### src/rtl/acondicionador_pkg.sv
// Shared definitions for the push-button conditioner: channel state
// encoding and default timing constants (50 MHz system clock).
package acondicionador_pkg;

    typedef enum logic [1:0] {
        IDLE        = 2'd0,
        DEB_PRESS   = 2'd1,
        HELD        = 2'd2,
        DEB_RELEASE = 2'd3
    } estado_t;

    localparam int unsigned DEF_DEBOUNCE_CYCLES = 500000;    // 10 ms
    localparam int unsigned DEF_REPEAT_DELAY    = 25000000;  // 0.5 s
    localparam int unsigned DEF_REPEAT_PERIOD   = 5000000;   // 0.1 s
    localparam int unsigned DEF_CNT_W           = 25;

endpackage

### src/rtl/canal_boton.sv
// One button channel: 2-FF synchronizer, debounce FSM with a saturating
// down-counter, press pulse and (with ACONDICIONADOR_AUTO_REPEAT_EN defined)
// an auto-repeat down-counter. The pulse output is combinational and is
// registered by the parent.
//
// state       | meaning
// ------------+------------------------------------------------------------
// IDLE        | debounced level 0, synced level 0
// DEB_PRESS   | synced went 1, waiting for it to hold before accepting
// HELD        | press accepted, debounced level 1
// DEB_RELEASE | synced went 0, waiting for it to hold before releasing
module canal_boton
    import acondicionador_pkg::*;
#(
    parameter int unsigned DEBOUNCE_CYCLES = DEF_DEBOUNCE_CYCLES,
`ifdef ACONDICIONADOR_AUTO_REPEAT_EN
    parameter int unsigned REPEAT_DELAY    = DEF_REPEAT_DELAY,
    parameter int unsigned REPEAT_PERIOD   = DEF_REPEAT_PERIOD,
`endif
    parameter int unsigned CNT_W           = DEF_CNT_W
) (
    input  logic clk,
    input  logic reset,
    input  logic btn_raw,
    output logic pulso,
    output logic nivel
);

    // Load value L makes the terminal count land L+1 edges after loading.
    localparam logic [CNT_W-1:0] DEB_LOAD = CNT_W'(DEBOUNCE_CYCLES - 1);

    logic       sync1_q, sync1_d;
    logic       sync2_q, sync2_d;
    estado_t    estado_q, estado_d;
    logic [CNT_W-1:0] deb_cnt_q, deb_cnt_d;
    logic       deb_done;
    logic       pulso_d;

`ifdef ACONDICIONADOR_AUTO_REPEAT_EN
    localparam logic [CNT_W-1:0] REP_DELAY_LOAD  = CNT_W'(REPEAT_DELAY - 1);
    localparam logic [CNT_W-1:0] REP_PERIOD_LOAD = CNT_W'(REPEAT_PERIOD - 1);
    logic [CNT_W-1:0] rep_cnt_q, rep_cnt_d;
    logic       rep_done;
    logic       rep_activo;
`endif

    assign deb_done = (deb_cnt_q == '0);

    // Synchronizer, state and counter registers.
    always_ff @(posedge clk) begin
        if (reset) begin
            sync1_q   <= 1'b0;
            sync2_q   <= 1'b0;
            estado_q  <= IDLE;
            deb_cnt_q <= '0;
`ifdef ACONDICIONADOR_AUTO_REPEAT_EN
            rep_cnt_q <= '0;
`endif
        end else begin
            sync1_q   <= sync1_d;
            sync2_q   <= sync2_d;
            estado_q  <= estado_d;
            deb_cnt_q <= deb_cnt_d;
`ifdef ACONDICIONADOR_AUTO_REPEAT_EN
            rep_cnt_q <= rep_cnt_d;
`endif
        end
    end

    // Next-state, debounce counting, press and repeat pulses.
    always_comb begin
        sync1_d   = btn_raw;
        sync2_d   = sync1_q;
        estado_d  = estado_q;
        deb_cnt_d = deb_cnt_q;
        pulso_d   = 1'b0;
`ifdef ACONDICIONADOR_AUTO_REPEAT_EN
        rep_cnt_d  = rep_cnt_q;
        rep_done   = (rep_cnt_q == '0);
        rep_activo = 1'b0;
`endif

        unique case (estado_q)
            IDLE: begin
                if (sync2_q) begin
                    estado_d  = DEB_PRESS;
                    deb_cnt_d = DEB_LOAD;
                end
            end
            DEB_PRESS: begin
                if (!sync2_q) begin
                    estado_d = IDLE;
                end else if (deb_done) begin
                    estado_d = HELD;
                    pulso_d  = 1'b1;
`ifdef ACONDICIONADOR_AUTO_REPEAT_EN
                    rep_cnt_d = REP_DELAY_LOAD;
`endif
                end else begin
                    deb_cnt_d = deb_cnt_q - 1'b1;
                end
            end
            HELD: begin
                if (!sync2_q) begin
                    estado_d  = DEB_RELEASE;
                    deb_cnt_d = DEB_LOAD;
                end
            end
            DEB_RELEASE: begin
                if (sync2_q) begin
                    estado_d = HELD;
                end else if (deb_done) begin
                    estado_d = IDLE;
                end else begin
                    deb_cnt_d = deb_cnt_q - 1'b1;
                end
            end
            default: estado_d = IDLE;
        endcase

`ifdef ACONDICIONADOR_AUTO_REPEAT_EN
        // Repeats run while the button counts as held and stop on the very
        // edge that returns the channel to IDLE.
        rep_activo = ((estado_q == HELD) || (estado_q == DEB_RELEASE)) &&
                     (estado_d != IDLE);
        if (rep_activo) begin
            if (rep_done) begin
                pulso_d   = 1'b1;
                rep_cnt_d = REP_PERIOD_LOAD;
            end else begin
                rep_cnt_d = rep_cnt_q - 1'b1;
            end
        end
`endif
    end

    assign pulso = pulso_d;
    assign nivel = (estado_q == HELD) || (estado_q == DEB_RELEASE);

endmodule

### src/rtl/acondicionador_botones.sv
// Up/down push-button conditioner: two debounced channels, mutual-exclusion
// arbitration and registered single-cycle command pulses for the counters.
// Optional auto-repeat is enabled by defining ACONDICIONADOR_AUTO_REPEAT_EN.
module acondicionador_botones
    import acondicionador_pkg::*;
#(
    parameter int unsigned DEBOUNCE_CYCLES = DEF_DEBOUNCE_CYCLES,
    parameter int unsigned REPEAT_DELAY    = DEF_REPEAT_DELAY,
    parameter int unsigned REPEAT_PERIOD   = DEF_REPEAT_PERIOD,
    parameter int unsigned CNT_W           = DEF_CNT_W
) (
    input  logic clk,
    input  logic reset,
    input  logic btn_up_raw,
    input  logic btn_down_raw,
    output logic boton_aumenta,
    output logic boton_disminuye
);

    localparam longint unsigned CNT_MAX = (64'd1 << CNT_W) - 64'd1;

    // Reject timing values that are zero or do not fit the counters.
    if (CNT_W < 1 || CNT_W > 32 ||
        DEBOUNCE_CYCLES < 1 || REPEAT_DELAY < 1 || REPEAT_PERIOD < 1 ||
        64'(DEBOUNCE_CYCLES) > CNT_MAX || 64'(REPEAT_DELAY) > CNT_MAX ||
        64'(REPEAT_PERIOD) > CNT_MAX) begin : g_param_check
        $error("acondicionador_botones: timing parameter out of range for CNT_W");
    end

    logic pulso_up, nivel_up;
    logic pulso_dn, nivel_dn;
    logic ambos;
    logic aumenta_q, aumenta_d;
    logic disminuye_q, disminuye_d;

    canal_boton #(
        .DEBOUNCE_CYCLES (DEBOUNCE_CYCLES),
`ifdef ACONDICIONADOR_AUTO_REPEAT_EN
        .REPEAT_DELAY    (REPEAT_DELAY),
        .REPEAT_PERIOD   (REPEAT_PERIOD),
`endif
        .CNT_W           (CNT_W)
    ) u_canal_up (
        .clk     (clk),
        .reset   (reset),
        .btn_raw (btn_up_raw),
        .pulso   (pulso_up),
        .nivel   (nivel_up)
    );

    canal_boton #(
        .DEBOUNCE_CYCLES (DEBOUNCE_CYCLES),
`ifdef ACONDICIONADOR_AUTO_REPEAT_EN
        .REPEAT_DELAY    (REPEAT_DELAY),
        .REPEAT_PERIOD   (REPEAT_PERIOD),
`endif
        .CNT_W           (CNT_W)
    ) u_canal_dn (
        .clk     (clk),
        .reset   (reset),
        .btn_raw (btn_down_raw),
        .pulso   (pulso_dn),
        .nivel   (nivel_dn)
    );

    // A press pulse counts as that channel's debounced level going to 1 in
    // the same cycle, so simultaneous acceptances are also blocked.
    always_comb begin
        ambos       = (nivel_up | pulso_up) & (nivel_dn | pulso_dn);
        aumenta_d   = pulso_up & ~ambos;
        disminuye_d = pulso_dn & ~ambos;
    end

    // Output registers.
    always_ff @(posedge clk) begin
        if (reset) begin
            aumenta_q   <= 1'b0;
            disminuye_q <= 1'b0;
        end else begin
            aumenta_q   <= aumenta_d;
            disminuye_q <= disminuye_d;
        end
    end

    assign boton_aumenta   = aumenta_q;
    assign boton_disminuye = disminuye_q;

endmodule

### config.mk
export PLATFORM = sky130hd
export DESIGN_NAME = acondicionador_botones
export DESIGN_NICKNAME = d
export VERILOG_FILES = /design/src/rtl/acondicionador_pkg.sv /design/src/rtl/canal_boton.sv /design/src/rtl/acondicionador_botones.sv
export SDC_FILE = /design/constraint.sdc
export NUM_CORES = 1
export LEC_CHECK = 0
export ABC_AREA = 1
export CAP_MARGIN = 5
export CORE_MARGIN = 10
export CORE_UTILIZATION = 40
export CTS_CLUSTER_DIAMETER = 100
export CTS_CLUSTER_SIZE = 16
export DETAILED_ROUTE_END_ITERATION = 10
export PLACE_DENSITY = 0.54
export SLEW_MARGIN = 40
export SYNTH_ARGS = -nofsm -noshare
export SYNTH_HDL_FRONTEND = slang
export SYNTH_SLANG_ARGS = --single-unit
export TNS_END_PERCENT = 30
### constraint.sdc
create_clock -name clk -period 2.75 [get_ports clk]
set_clock_uncertainty 0.15 [all_clocks]
set_input_delay 0.55 -clock clk [delete_from_list [all_inputs] [get_ports clk]]
set_output_delay 0.55 -clock clk [all_outputs]
set_load 0.005 [all_outputs]
==> impl_metrics.toml <==
[pwr]
power_frac_seq = 0.413
switching_power_w = 0.000813
p_total_w = 0.00230
pwr_density_cell_mw_per_mm2 = 582
irDropWorstVdd_mv = 0.269
switching_share = 0.353
combPwrFrac = 0.276
internal-power_w = 0.00149
p_clk_frac = 0.311
p_leak_nw = 1.68

[die]
chipWidth_um = 116
dieArea_mm2 = 0.0135
dieHeight_um = 116
core_area_mm2 = 0.00885
io-pin-count = 6
rows = 34
initial_utilization = 0.417

[route]
routed_wl_um = 8710
antenna_left = 0
route.vias.total = 3455
drt-initial-drc-count = 202
drtPass1Iterations = 5
wire_per_inst_um = 12.9
vias_per_cell = 5.10
drc = 0

[logic_synthesis]
synthCells = 559
yosysWarningCount = 0
synth_top_area_share = 0.326
ys_types = 39
syn_nets = 567
synth_seq_cells = 60
synth.largest_area_cell = "dfxtp_1"
synth-seq-area-share = 0.326
postSynthAreaPerCell_um2 = 6.60
synthTopCellsByArea = "dfxtp_1 (33%), nand2_1 (13%), nor2_1 (10%), nand3_1 (7.3%), inv_1 (5.5%)"
syn-cell-area_mm2 = 0.00369

[clocking]
cts_setup_buffers = 0
ctsHoldBuffers = 0
clockBufferDepth = 2
cts_tree = "built"
htree_levels = 3
path_clk_slew_ns = 0.07
worstSkewPairLatency_ns = 0.34
root_buffer = "clkbuf_8"
clkSinkCount = 60
post_cts_resized = 0
numCtsBuffers = 9

[timing]
slew_headroom = 0.609
rsz0062_at_grt = "no"
fin_crit_sh = 0.747
max_freq_ghz = 0.487
final-setup-viol-count = 0
tightest_slew_ns = 0.586
hold_violations = 0
slew_violations = 0
finalSetupTns_ns = 0
fin_crit_ns = 2.05

[placed_design]
gp_congestion = 0.823
port_buffers = 5
hpwl_um = 6100

[min_path]
min_path_type = "flop to flop"
hold_start = "u_canal_up.sync1_q"
hold_end = "u_canal_up.sync2_q"
min_path_cells = 2

[finish]
diodes = 0
synthToLayoutAreaGrowth_pct = 7.36
nets = 573
layout-drive-gt1-share = 0.139

[global_routing]
grt_max_degree = 44
track_usage = 0.139
grt_pass1_vias = 3114
grt_overflow = 0
grt_first_pass_wirelength_um = 15100
antenna_found_initial = 0

[setup_path]
end_kind = "flop"
worstSetupPathType = "flop to flop"
reg2reg_slack_ns = 0.70
rr_endpoint = "u_canal_dn.deb_cnt_q[6]"
critPathArrivalTime_ns = 2.10
crit-reg2reg-launch = "u_canal_dn.deb_cnt_q[0]"
cp-start-kind = "flop"
cp_data_required_time_ns = 2.79
path_max_fanout = 28
r2r_cells = 10

[flow_run]
drv_cap = 0

[outcome]
status = "finished, final reports clean"
-- state kept, by name (all words and copies together) (netlist names), named ones only --
register and flops:
u_canal_dn.deb_cnt_q 25, u_canal_dn.sync2_q 1, u_canal_up.estado_q 1, u_canal_up.sync2_q 1, u_canal_up.deb_cnt_q 25, u_canal_dn.estado_q 1, u_canal_dn.sync1_q 1, u_canal_up.sync1_q 1
boton_disminuye 1, boton_aumenta 1
-- worst max-delay path by stage --
stage	from	end	slack [ns]	cells after the start
4_1_cts	u_canal_dn.deb_cnt_q[0]	u_canal_dn.deb_cnt_q[6]	0.69	10
3_3_place_gp	u_canal_dn.deb_cnt_q[0]	u_canal_dn.deb_cnt_q[3]	0.76	10
6_report	u_canal_dn.deb_cnt_q[0]	u_canal_dn.deb_cnt_q[6]	0.70	10
3_5_place_dp	u_canal_dn.deb_cnt_q[0]	u_canal_dn.deb_cnt_q[6]	0.71	10
5_1_grt	u_canal_dn.deb_cnt_q[0]	u_canal_dn.deb_cnt_q[16]	0.52	10
2_1_floorplan	u_canal_dn.deb_cnt_q[0]	u_canal_dn.deb_cnt_q[3]	1.06	11
-- power groups by stage --
stage	combinational, W	sequential [W]	clock (W)
floorplan	0.000518	0.000960	0
global placement	0.000626	0.000969	0
detailed placement	0.000630	0.000969	0
CTS	0.000634	0.000950	0.000731
global route	0.000728	0.000957	0.000770
finish	0.000636	0.000951	0.000717
-- Yosys cell counts, drive strengths merged --
master,n
nand2,147
nor2,119
dfxtp,60
inv,56
nand3,55
a21oi,38
nand4,18
o21ai,12
nor3,8
buf,7
clkbuf,7
xor2,7
ha,4
nand3b,4
or2,4
xnor2,4
a21o,2
and3,1
clkinv,1
nor2b,1
nor3b,1
nor4,1
o21bai,1
o31ai,1
-- cell usage in the layout, fill, tap and decap left out, drive strengths merged, types with 5 or more instances in the layout --
cell    instances
buf             5
clkbuf         13
nor2          119
o21ai          12
nand2         147
nand4          18
nand3          55
xor2            7
inv            56
dfxtp          60
a21oi          38
nor3            8
-- area by class of cell --
class / count / area, um^2
clock buffers: 13 / 159
clock inverters: 2 / 10.0
inverters: 57 / 224
multi-input cells: 428 / 2160
repair buffers: 9 / 75.1
flip-flops and latches: 60 / 1200
fillers: 943 / 4890
well taps: 108 / 135
-- kinds of logic after synthesis --
kind of cell / after synthesis / synth area share
DFF: 60 / 0.326
and+or+nand+nor: 359 / 0.454
AOI/OAI and AO/OA: 54 / 0.0913
buffers and inverters: 71 / 0.0899
adders and majority gates: 4 / 0.0136
xor gates and xnor gates: 11 / 0.0261
-- through the flow --
stage                     cell area (um^2)   util  std cells  worst slack (ns)  hold WS, ns
after CTS                             3960  0.448        677             0.691        0.259
after global placement                3790  0.428        662             0.760        0.247
after detailed placement              3790  0.428        662             0.708        0.244
final                                 3960  0.448        677             0.696        0.256
after floorplan                       3690      -        559              1.06        0.238
after global routing                  3960  0.448        677             0.517        0.266
-- critical path: stages, from the launching register on --
cell,delay [ns]
dfxtp_1,0.39
inv_1,0.11
ha_1,0.20
nand3_1,0.09
nor2_2,0.05
nand2_2,0.11
nor2_8,0.07
nor2_8,0.33
clkinv_4,0.25
nand2_1,0.10
a21oi_1,0.07
-- routing by layer --
metal,global-route usage,vias up,share of wire
met5,0,-,0
met2,0.189,55,0.40
met3,0.0253,12,0.033
met1,0.205,1587,0.55
li1,-,1801,-
met4,0.0609,0,0.016
Power figures use the tool's default switching activity.
